`src/rtl/dso_pkg.sv`:
```
// Shared types and defaults for the DSO offset-correction path.
//   sat_code_t : rail flag attached to every corrected sample
//   DSO_DATA_W : default sample/offset width
//   DSO_NUM_CH : default channel count
package dso_pkg;

  localparam int DSO_DATA_W = 8;
  localparam int DSO_NUM_CH = 4;

  typedef enum logic [1:0] {
    SAT_NONE = 2'b00,
    SAT_HI   = 2'b01,
    SAT_LO   = 2'b10
  } sat_code_t;

endpackage

```
`src/rtl/dso_offset_pipe_if.sv`:
```
// Sample-stream handshake bundle around dso_offset_pipe.
//   in_*  : tagged raw samples from the ADC capture front end
//   out_* : corrected samples toward the trigger/sample RAM writer
// master = the side that produces input samples and consumes outputs (front end / writer),
// slave  = the offset pipe itself.
interface dso_offset_pipe_if #(
  parameter int DATA_W = 8,
  parameter int CH_W   = 2
);

  logic              in_vld;
  logic              in_rdy;
  logic [CH_W-1:0]   in_ch;
  logic [DATA_W-1:0] in_smpl;
  logic              out_vld;
  logic              out_rdy;
  logic [CH_W-1:0]   out_ch;
  logic [DATA_W-1:0] out_smpl;
  logic [1:0]        out_sat;

  modport master (
    output in_vld, in_ch, in_smpl, out_rdy,
    input  in_rdy, out_vld, out_ch, out_smpl, out_sat
  );

  modport slave (
    input  in_vld, in_ch, in_smpl, out_rdy,
    output in_rdy, out_vld, out_ch, out_smpl, out_sat
  );

endinterface

```
`src/rtl/dso_sat_clamp.sv`:
```
// Combinational offset add and clamp to the unsigned sample range.
//   smpl_i : unsigned raw sample
//   off_i  : signed two's-complement offset
//   res_o  : clamped result
//   sat_o  : which rail was hit (SAT_NONE / SAT_HI / SAT_LO)
module dso_sat_clamp
  import dso_pkg::*;
#(
  parameter int DATA_W = DSO_DATA_W
) (
  input  logic [DATA_W-1:0] smpl_i,
  input  logic [DATA_W-1:0] off_i,
  output logic [DATA_W-1:0] res_o,
  output sat_code_t         sat_o
);

  // Two guard bits: top bit is the sign, next one flags overflow past all-ones.
  logic signed [DATA_W+1:0] sum;

  assign sum = $signed({2'b00, smpl_i}) + $signed({{2{off_i[DATA_W-1]}}, off_i});

  always_comb begin
    res_o = sum[DATA_W-1:0];
    sat_o = SAT_NONE;
    if (sum[DATA_W+1]) begin
      res_o = '0;
      sat_o = SAT_LO;
    end else if (sum[DATA_W]) begin
      res_o = '1;
      sat_o = SAT_HI;
    end
  end

endmodule

```
`src/rtl/dso_offset_pipe.sv`:
```
// Per-channel offset correction: two-stage pipeline adding a signed per-channel
// offset to each unsigned sample, clamping to range and flagging the rail hit.
//   clk, rst_n          : clock, async active-low reset
//   pipe_if (slave)     : in/out valid-ready sample streams
//   off_wr/addr/wdata   : offset table write port
//   cnt_addr/cnt_data   : saturation counter read (combinational)
//   cnt_clr             : synchronous clear of all counters
// Build option DSO_SATCNT_EN: when defined, per-channel saturation counters are
// built; otherwise cnt_data is tied to 0 and cnt_clr/cnt_addr are ignored.
module dso_offset_pipe
  import dso_pkg::*;
#(
  parameter int  DATA_W = DSO_DATA_W,
  parameter int  NUM_CH = DSO_NUM_CH,
  parameter int  CNT_W  = 16,
  localparam int CH_W   = $clog2(NUM_CH)
) (
  input  logic              clk,
  input  logic              rst_n,
  dso_offset_pipe_if.slave  pipe_if,
  input  logic              off_wr,
  input  logic [CH_W-1:0]   off_addr,
  input  logic [DATA_W-1:0] off_wdata,
  input  logic [CH_W-1:0]   cnt_addr,
  output logic [CNT_W-1:0]  cnt_data,
  input  logic              cnt_clr
);

  logic [DATA_W-1:0] off_q [NUM_CH];

  logic              s1_vld_q, s1_vld_d;
  logic [DATA_W-1:0] s1_smpl_q;
  logic [CH_W-1:0]   s1_ch_q;
  logic [DATA_W-1:0] s1_off_q;

  logic              out_vld_q, out_vld_d;
  logic [DATA_W-1:0] out_smpl_q;
  logic [CH_W-1:0]   out_ch_q;
  sat_code_t         out_sat_q;

  logic              in_rdy;
  logic              s1_load;
  logic              s2_load;
  logic [DATA_W-1:0] clamp_res;
  sat_code_t         clamp_sat;

  // out_rdy reaches in_rdy combinationally so a draining output frees S1 in the same cycle.
  assign in_rdy  = ~s1_vld_q | ~out_vld_q | pipe_if.out_rdy;
  assign s1_load = pipe_if.in_vld & in_rdy;
  assign s2_load = s1_vld_q & (~out_vld_q | pipe_if.out_rdy);

  always_comb begin
    s1_vld_d = s1_vld_q;
    if (s1_load)      s1_vld_d = 1'b1;
    else if (s2_load) s1_vld_d = 1'b0;

    out_vld_d = out_vld_q;
    if (s2_load)              out_vld_d = 1'b1;
    else if (pipe_if.out_rdy) out_vld_d = 1'b0;
  end

  // Table read is from the registered copy, so a same-cycle write is not seen by the entering sample.
  always_ff @(posedge clk or negedge rst_n) begin
    if (!rst_n) begin
      for (int i = 0; i < NUM_CH; i++) off_q[i] <= '0;
    end else if (off_wr) begin
      off_q[off_addr] <= off_wdata;
    end
  end

  always_ff @(posedge clk or negedge rst_n) begin
    if (!rst_n) begin
      s1_vld_q  <= 1'b0;
      s1_smpl_q <= '0;
      s1_ch_q   <= '0;
      s1_off_q  <= '0;
    end else begin
      s1_vld_q <= s1_vld_d;
      if (s1_load) begin
        s1_smpl_q <= pipe_if.in_smpl;
        s1_ch_q   <= pipe_if.in_ch;
        s1_off_q  <= off_q[pipe_if.in_ch];
      end
    end
  end

  dso_sat_clamp #(.DATA_W(DATA_W)) u_clamp (
    .smpl_i (s1_smpl_q),
    .off_i  (s1_off_q),
    .res_o  (clamp_res),
    .sat_o  (clamp_sat)
  );

  always_ff @(posedge clk or negedge rst_n) begin
    if (!rst_n) begin
      out_vld_q  <= 1'b0;
      out_smpl_q <= '0;
      out_ch_q   <= '0;
      out_sat_q  <= SAT_NONE;
    end else begin
      out_vld_q <= out_vld_d;
      if (s2_load) begin
        out_smpl_q <= clamp_res;
        out_ch_q   <= s1_ch_q;
        out_sat_q  <= clamp_sat;
      end
    end
  end

  assign pipe_if.in_rdy   = in_rdy;
  assign pipe_if.out_vld  = out_vld_q;
  assign pipe_if.out_smpl = out_smpl_q;
  assign pipe_if.out_ch   = out_ch_q;
  assign pipe_if.out_sat  = out_sat_q;

`ifdef DSO_SATCNT_EN
  logic [CNT_W-1:0] cnt_q [NUM_CH];
  logic             sat_evt;

  assign sat_evt = out_vld_q & pipe_if.out_rdy & (out_sat_q != SAT_NONE);

  // Clear beats a same-cycle event; counters saturate instead of wrapping.
  always_ff @(posedge clk or negedge rst_n) begin
    if (!rst_n) begin
      for (int i = 0; i < NUM_CH; i++) cnt_q[i] <= '0;
    end else if (cnt_clr) begin
      for (int i = 0; i < NUM_CH; i++) cnt_q[i] <= '0;
    end else if (sat_evt && (cnt_q[out_ch_q] != '1)) begin
      cnt_q[out_ch_q] <= cnt_q[out_ch_q] + CNT_W'(1);
    end
  end

  assign cnt_data = cnt_q[cnt_addr];
`else
  logic unused_cnt;
  assign unused_cnt = ^{cnt_clr, cnt_addr};
  assign cnt_data   = '0;
`endif

endmodule

```
`src/flat_wrapper.sv`:
```
// flat-port wrapper written by rule: the top's interface ports become plain ports
module dso_offset_pipe_flat import dso_pkg::*;
#(
  parameter int  DATA_W = DSO_DATA_W,
  parameter int  NUM_CH = DSO_NUM_CH,
  parameter int  CNT_W  = 16,
  localparam int CH_W   = $clog2(NUM_CH)
)
  (clk, rst_n, off_wr, off_addr, off_wdata, cnt_addr, cnt_data, cnt_clr, pipe_if_in_vld, pipe_if_in_ch, pipe_if_in_smpl, pipe_if_out_rdy, pipe_if_in_rdy, pipe_if_out_vld, pipe_if_out_ch, pipe_if_out_smpl, pipe_if_out_sat);
  dso_offset_pipe_if #(.DATA_W(DATA_W), .CH_W(2)) pipe_if_i ();
  input  logic clk;
  input  logic rst_n;
  input  logic off_wr;
  input  logic [CH_W-1:0] off_addr;
  input  logic [DATA_W-1:0] off_wdata;
  input  logic [CH_W-1:0] cnt_addr;
  output logic [CNT_W-1:0] cnt_data;
  input  logic cnt_clr;
  input wire logic [$bits(pipe_if_i.in_vld)-1:0] pipe_if_in_vld;
  input wire logic [$bits(pipe_if_i.in_ch)-1:0] pipe_if_in_ch;
  input wire logic [$bits(pipe_if_i.in_smpl)-1:0] pipe_if_in_smpl;
  input wire logic [$bits(pipe_if_i.out_rdy)-1:0] pipe_if_out_rdy;
  output wire logic [$bits(pipe_if_i.in_rdy)-1:0] pipe_if_in_rdy;
  output wire logic [$bits(pipe_if_i.out_vld)-1:0] pipe_if_out_vld;
  output wire logic [$bits(pipe_if_i.out_ch)-1:0] pipe_if_out_ch;
  output wire logic [$bits(pipe_if_i.out_smpl)-1:0] pipe_if_out_smpl;
  output wire logic [$bits(pipe_if_i.out_sat)-1:0] pipe_if_out_sat;
  assign pipe_if_i.in_vld = pipe_if_in_vld;
  assign pipe_if_i.in_ch = pipe_if_in_ch;
  assign pipe_if_i.in_smpl = pipe_if_in_smpl;
  assign pipe_if_i.out_rdy = pipe_if_out_rdy;
  assign pipe_if_in_rdy = pipe_if_i.in_rdy;
  assign pipe_if_out_vld = pipe_if_i.out_vld;
  assign pipe_if_out_ch = pipe_if_i.out_ch;
  assign pipe_if_out_smpl = pipe_if_i.out_smpl;
  assign pipe_if_out_sat = pipe_if_i.out_sat;
  dso_offset_pipe #(.DATA_W(DATA_W), .NUM_CH(NUM_CH), .CNT_W(CNT_W)) u_core (.clk(clk), .rst_n(rst_n), .pipe_if(pipe_if_i), .off_wr(off_wr), .off_addr(off_addr), .off_wdata(off_wdata), .cnt_addr(cnt_addr), .cnt_data(cnt_data), .cnt_clr(cnt_clr));
endmodule
```
`config.mk`:
```
export PLATFORM = sky130hd
export DESIGN_NAME = dso_offset_pipe_flat
export DESIGN_NICKNAME = d
export VERILOG_FILES = /design/src/rtl/dso_pkg.sv /design/src/rtl/dso_offset_pipe_if.sv /design/src/rtl/dso_sat_clamp.sv /design/src/rtl/dso_offset_pipe.sv /design/src/flat_wrapper.sv
export SDC_FILE = /design/constraint.sdc
export NUM_CORES = 1
export LEC_CHECK = 0
export BUFFER_PORTS_ARGS = -buffer_cell sky130_fd_sc_hd__buf_2
export CORE_ASPECT_RATIO = 2
export CORE_MARGIN = 4
export CORE_UTILIZATION = 62
export CTS_BUF_LIST = sky130_fd_sc_hd__clkbuf_8
export CTS_CLUSTER_SIZE = 25
export DETAILED_ROUTE_END_ITERATION = 6
export GPL_TIMING_DRIVEN = 0
export PLACE_DENSITY = 0.91
export SLEW_MARGIN = 15
export SYNTH_ARGS = -nofsm -noshare
export SYNTH_HDL_FRONTEND = slang
export SYNTH_SLANG_ARGS = --single-unit
```
`constraint.sdc`:
```
create_clock -name clk -period 3.65 [get_ports clk]
set_input_delay 1.095 -clock clk [delete_from_list [all_inputs] [get_ports clk]]
set_output_delay 1.095 -clock clk [all_outputs]
set_load 0.01 [all_outputs]
```
# == Word level (Yosys, flattened, before mapping) ==
# Cells that the tools add are included.
# classes
add_sub_neg,1
n_lt_le_gt_ge,3
mux,14
bitwise,9
reduce_logical,3
# ops
cell,count
$mux W8,5
$bwmux W32,1
$bmux W8 S2,1
$demux W8 S2,1
$add A9 B8 Y10,1
$ge A3 B3 Y1 const B,2
$not A2 Y3,2
$mux W1,5
$reduce_bool A2 Y1,2
$lt A3 B1 Y1 const B,1
$or A1 B1 Y1,3
$and A1 B1 Y1,2
$mux W2,1
$not A1 Y1,2
$logic_and A1 B1 Y1,1
# totals
register_bits,64
out_inout_bits,30
wordCells,42

# == Longest topological paths before layout ==
# depth
ltp_word,6
depth_mapped,8
mapped_depth_nobuf,8

# == Modules after synthesis ==
# A second synthesis with hierarchy kept.
# unflattened
cells_unflattened,236
area_unflattened_um2,3238.1
# modules_own_cells
mod,instances,cells_each,area_each_um2,seq_area_each_um2
dso_offset_pipe,1,165,2706.3,1601.5
dso_sat_clamp,1,71,531.8,0.0

# == Worst setup path before layout ==
# OpenSTA, ideal clock, no wires.
# synth_path
kind,input to output
start,input pipe_if_out_rdy
end,output pipe_if_in_rdy
arrival_ns,1.309
path_slack_ns,1.246
stages,1
path_buffers,0
cell_sequence,nand3b_1
# synth_via
elab_chain_len,1
# synth_lines
element,line_no,text
start: declaration,flat_wrapper.sv:22,input wire logic [$bits(pipe_if_i.out_rdy)-1:0] pipe_if_out_rdy;
$or A1 B1 Y1,dso_offset_pipe.sv:48,assign in_rdy = ~s1_vld_q | ~out_vld_q | pipe_if.out_rdy;
end: declaration,flat_wrapper.sv:23,output wire logic [$bits(pipe_if_i.in_rdy)-1:0] pipe_if_in_rdy;
# No other way between the ends.

# == Worst setup path after layout ==
# Ends and elaborated chain as after synthesis.

==> results.md <==
- Pwr dens: 657 nW/µm²
- DR pass1 iterations: 4
- Die area: 6470 µm²
- H-tree depth: 3
- Count leader, synth: dfrtp_1
- Register bit total from synthesis: 64
- Synth Area in Adders: 4.13%
- Fill cell count: 316
- CP endpoint kind: primary output
- Maximum fanout along the worst path: 3
- R2R cell count: 8
- CP startpoint kind: input port
- # placed instances: 354
- Root Driver: clkbuf_8
- Post-synthesis compound-gate area fraction: 6.19%
- Status: completed
- XOR/XNOR Fraction of Synth Area: 1.09%
- Fin cells: 369
- Final setup fails: 0
- Slew @ Worst Pin: 778 ps
- Antenna violations before repair: 0
- Worst hold path startpoint: u_core.pipe_if.out_ch[0]
- Final hold vios: 0
- Post-cts sizing count: 0
- Top-area cell type share of the netlist area: 49.8%
- Peak supply drop: 0.000511 V
- Die W: 58.9 µm
- CTS tree: done
- RD Place Congestion: 0.797
- Post-route ant nets: 0
- R2R Setup Slk: 1310 ps
- Starting DRT DRC Count: 50
- Cell Rows: 36
- M3 GR Usage: 4.23%
- Vias in the first global route: 2162
- Worst skew pair latency: 350 ps
- RSZ-0062 raised after global routing: no
- Pin count of the biggest net entering global routing: 65
- Setup Skew: 5.41 ps
- Pins Over Slew Limit: 0
- Num CTS Buffers: 9
- Main combinational cell family by area after synthesis: multiplexers
- Pre-CTS WS: 1020 ps
- Final period utilization: 72.3%
- Starting Density: 64.8%
- DP HPWL: 4.55 mm
- Routed wire length: 6.23 mm
- WL per Instance: 16.9 µm
- Core box area: 4950 µm²
- Met1 usage: 22.6%
- Hold path endpoint: u_core.pipe_if.out_ch[0]
- PortBufs: 36
- GRT Resource Usage Total: 21.8%
- Max Root-Sink Buffers: 2
- DRC errors left: 0
- RR Endpoint: u_core.pipe_if.out_smpl[5]
- Min Hold Slack: 473 ps
- Number of synthesized flops with an enable pin: 0
- CTS Hold Bufs: 0
- Setup Buffers After CTS: 0
- Fin worst setup slack: 1010 ps
- Yosys top cell by area: dfrtp_1
- Relative slew slack: 48.1%
- Mux contribution to synthesized area: 24.9%
- Met2 Usage GRT: 38.4%
- Proportion of layout cells with a drive suffix above 1: 44.6%
- Register area share after synthesis: 49.8%
- Clk slew on worst S/H paths: 70 ps
- Vias after detailed routing: 2085
- Yosys cell types: 40
- # diodes: 0
- Max Fclk: 379 MHz
- Min Tclk post-route: 2640 ps
- Area Growth Syn to Fin: 16.5%
- Instance count of the mapped netlist: 246
- Die height: 110 µm
- Final nets: 346
- First-pass GRT wire length: 10.1 mm
- Fraction of registers with async set/reset: 100%
- Yosys warning count: 0
- Main flop type after synthesis: dfrtp_1
- Total power: 2.46 mW
- Synth area leaders: dfrtp_1 50%, mux2_2 18%, mux4_2 5.6%
- # IOs: 58
- Global route overflow: 0
- Max-Cap Viols: 0
- Worst hold path depth: 2
- Hold Path Class: flop to flop
- RR Startpoint: u_core.s1_smpl_q[0]
- Synth top cells by count: 64 x dfrtp_1, 50 x mux2_2, 18 x buf_4
- Worst path arrival time: 1540 ps
- CTS sink cnt: 64
- Req. time, crit path: 2550 ps
- Via density: 5.65
- Synthesized area per cell: 13.1 µm²
- Critical path class: input port to primary output
- Most Crowded Layer GR: met2
- Post-synthesis simple-gate area fraction: 7.79%
- Synth Cell Area: 3210 µm²
- Leakage: 1.74 nW
- TNS Setup: 0 ps
## power by group
part           internal [mW]  total, mW  leakage (nW)  switching, mW
logic                  0.398      0.803         0.872          0.405
clock network          0.414      0.674         0.117          0.260
registers              0.885      0.982         0.753         0.0968
## placed cells by master (no fill, tap or decap), types with 2 or more instances in the layout
cell	count
dfrtp_1	64
mux2_2	50
buf_2	37
buf_4	19
conb_1	16
nand2_1	13
nor2_1	12
clkbuf_8	11
ha_1	9
a211oi_1	8
mux4_2	8
inv_1	7
a21oi_1	7
nand2b_1	5
nand3b_1	4
nand3_1	4
a21o_1	4
o211ai_1	2
a21oi_2	2
nor3b_1	2
mux2i_1	2
o21ai_0	2
xor2_1	2
xnor2_1	2
bufinv_16	2
## flip-flops by register name, indices dropped and copies added (netlist names)
register and cells:
u_core.pipe_if.out_sat 2, u_core.pipe_if.out_smpl 8, u_core.pipe_if.out_ch 2, u_core.pipe_if.out_vld 1, u_core.s1_ch_q 2, u_core.s1_vld_q 1
u_core.off_q 32, u_core.s1_smpl_q 8, u_core.s1_off_q 8
## how the worst max path moves through the flow
stage	slack [ps]	from	cells past startpoint	endpoint
2_1_floorplan	1250	pipe_if_out_rdy	1	pipe_if_in_rdy
4_1_cts	1020	pipe_if_out_rdy	3	pipe_if_in_rdy
3_5_place_dp	1020	pipe_if_out_rdy	5	u_core.s1_ch_q[0]
3_3_place_gp	1030	pipe_if_out_rdy	3	pipe_if_in_rdy
5_1_grt	990	pipe_if_out_rdy	3	pipe_if_in_rdy
6_report	1010	pipe_if_out_rdy	3	pipe_if_in_rdy
## cell families after synthesis
| family | after synthesis |
|---|---|
| flip-flops | 64 |
| adder cells (fa/ha/maj) | 10 |
| other | 1 |
| XOR/XNOR | 4 |
| multiplexers | 62 |
| buffers and inverters | 30 |
| AND/OR/NAND/NOR | 47 |
| AO/OA/AOI/OAI | 28 |
## layout make-up
type / instances / area (µm²) / area share, %
flip-flops and latches: 64 / 1600 / 42.8
clock buffers: 11 / 151 / 4.04
repair buffers: 36 / 183 / 4.88
multi-input cells: 167 / 1480 / 39.4
clock inverters: 4 / 68.8 / 1.84
inverters: 7 / 26.3 / 0.702
plain buffers: 23 / 165 / 4.41
well taps: 57 / 71.3 / 1.91
## worst max-delay path, stage by stage
cell and delay (ps):
buf_2 100, nand3b_1 180, buf_2 160
## stage by stage
step	util (%)	cell area [µm²]
after floorplan	-	3270
after global placement	71.1	3520
after detailed placement	71.1	3520
after CTS	75.6	3740
after global routing	75.6	3740
final	75.6	3740
## per-layer routing
| metal | wire (µm) | vias up |
|---|---|---|
| met2 | 3470 | 77 |
| met5 | 0 | - |
| met3 | 304 | 25 |
| met1 | 2170 | 1010 |
| met4 | 277 | 0 |
| li1 | - | 973 |
(Power assumes the default switching activity.)
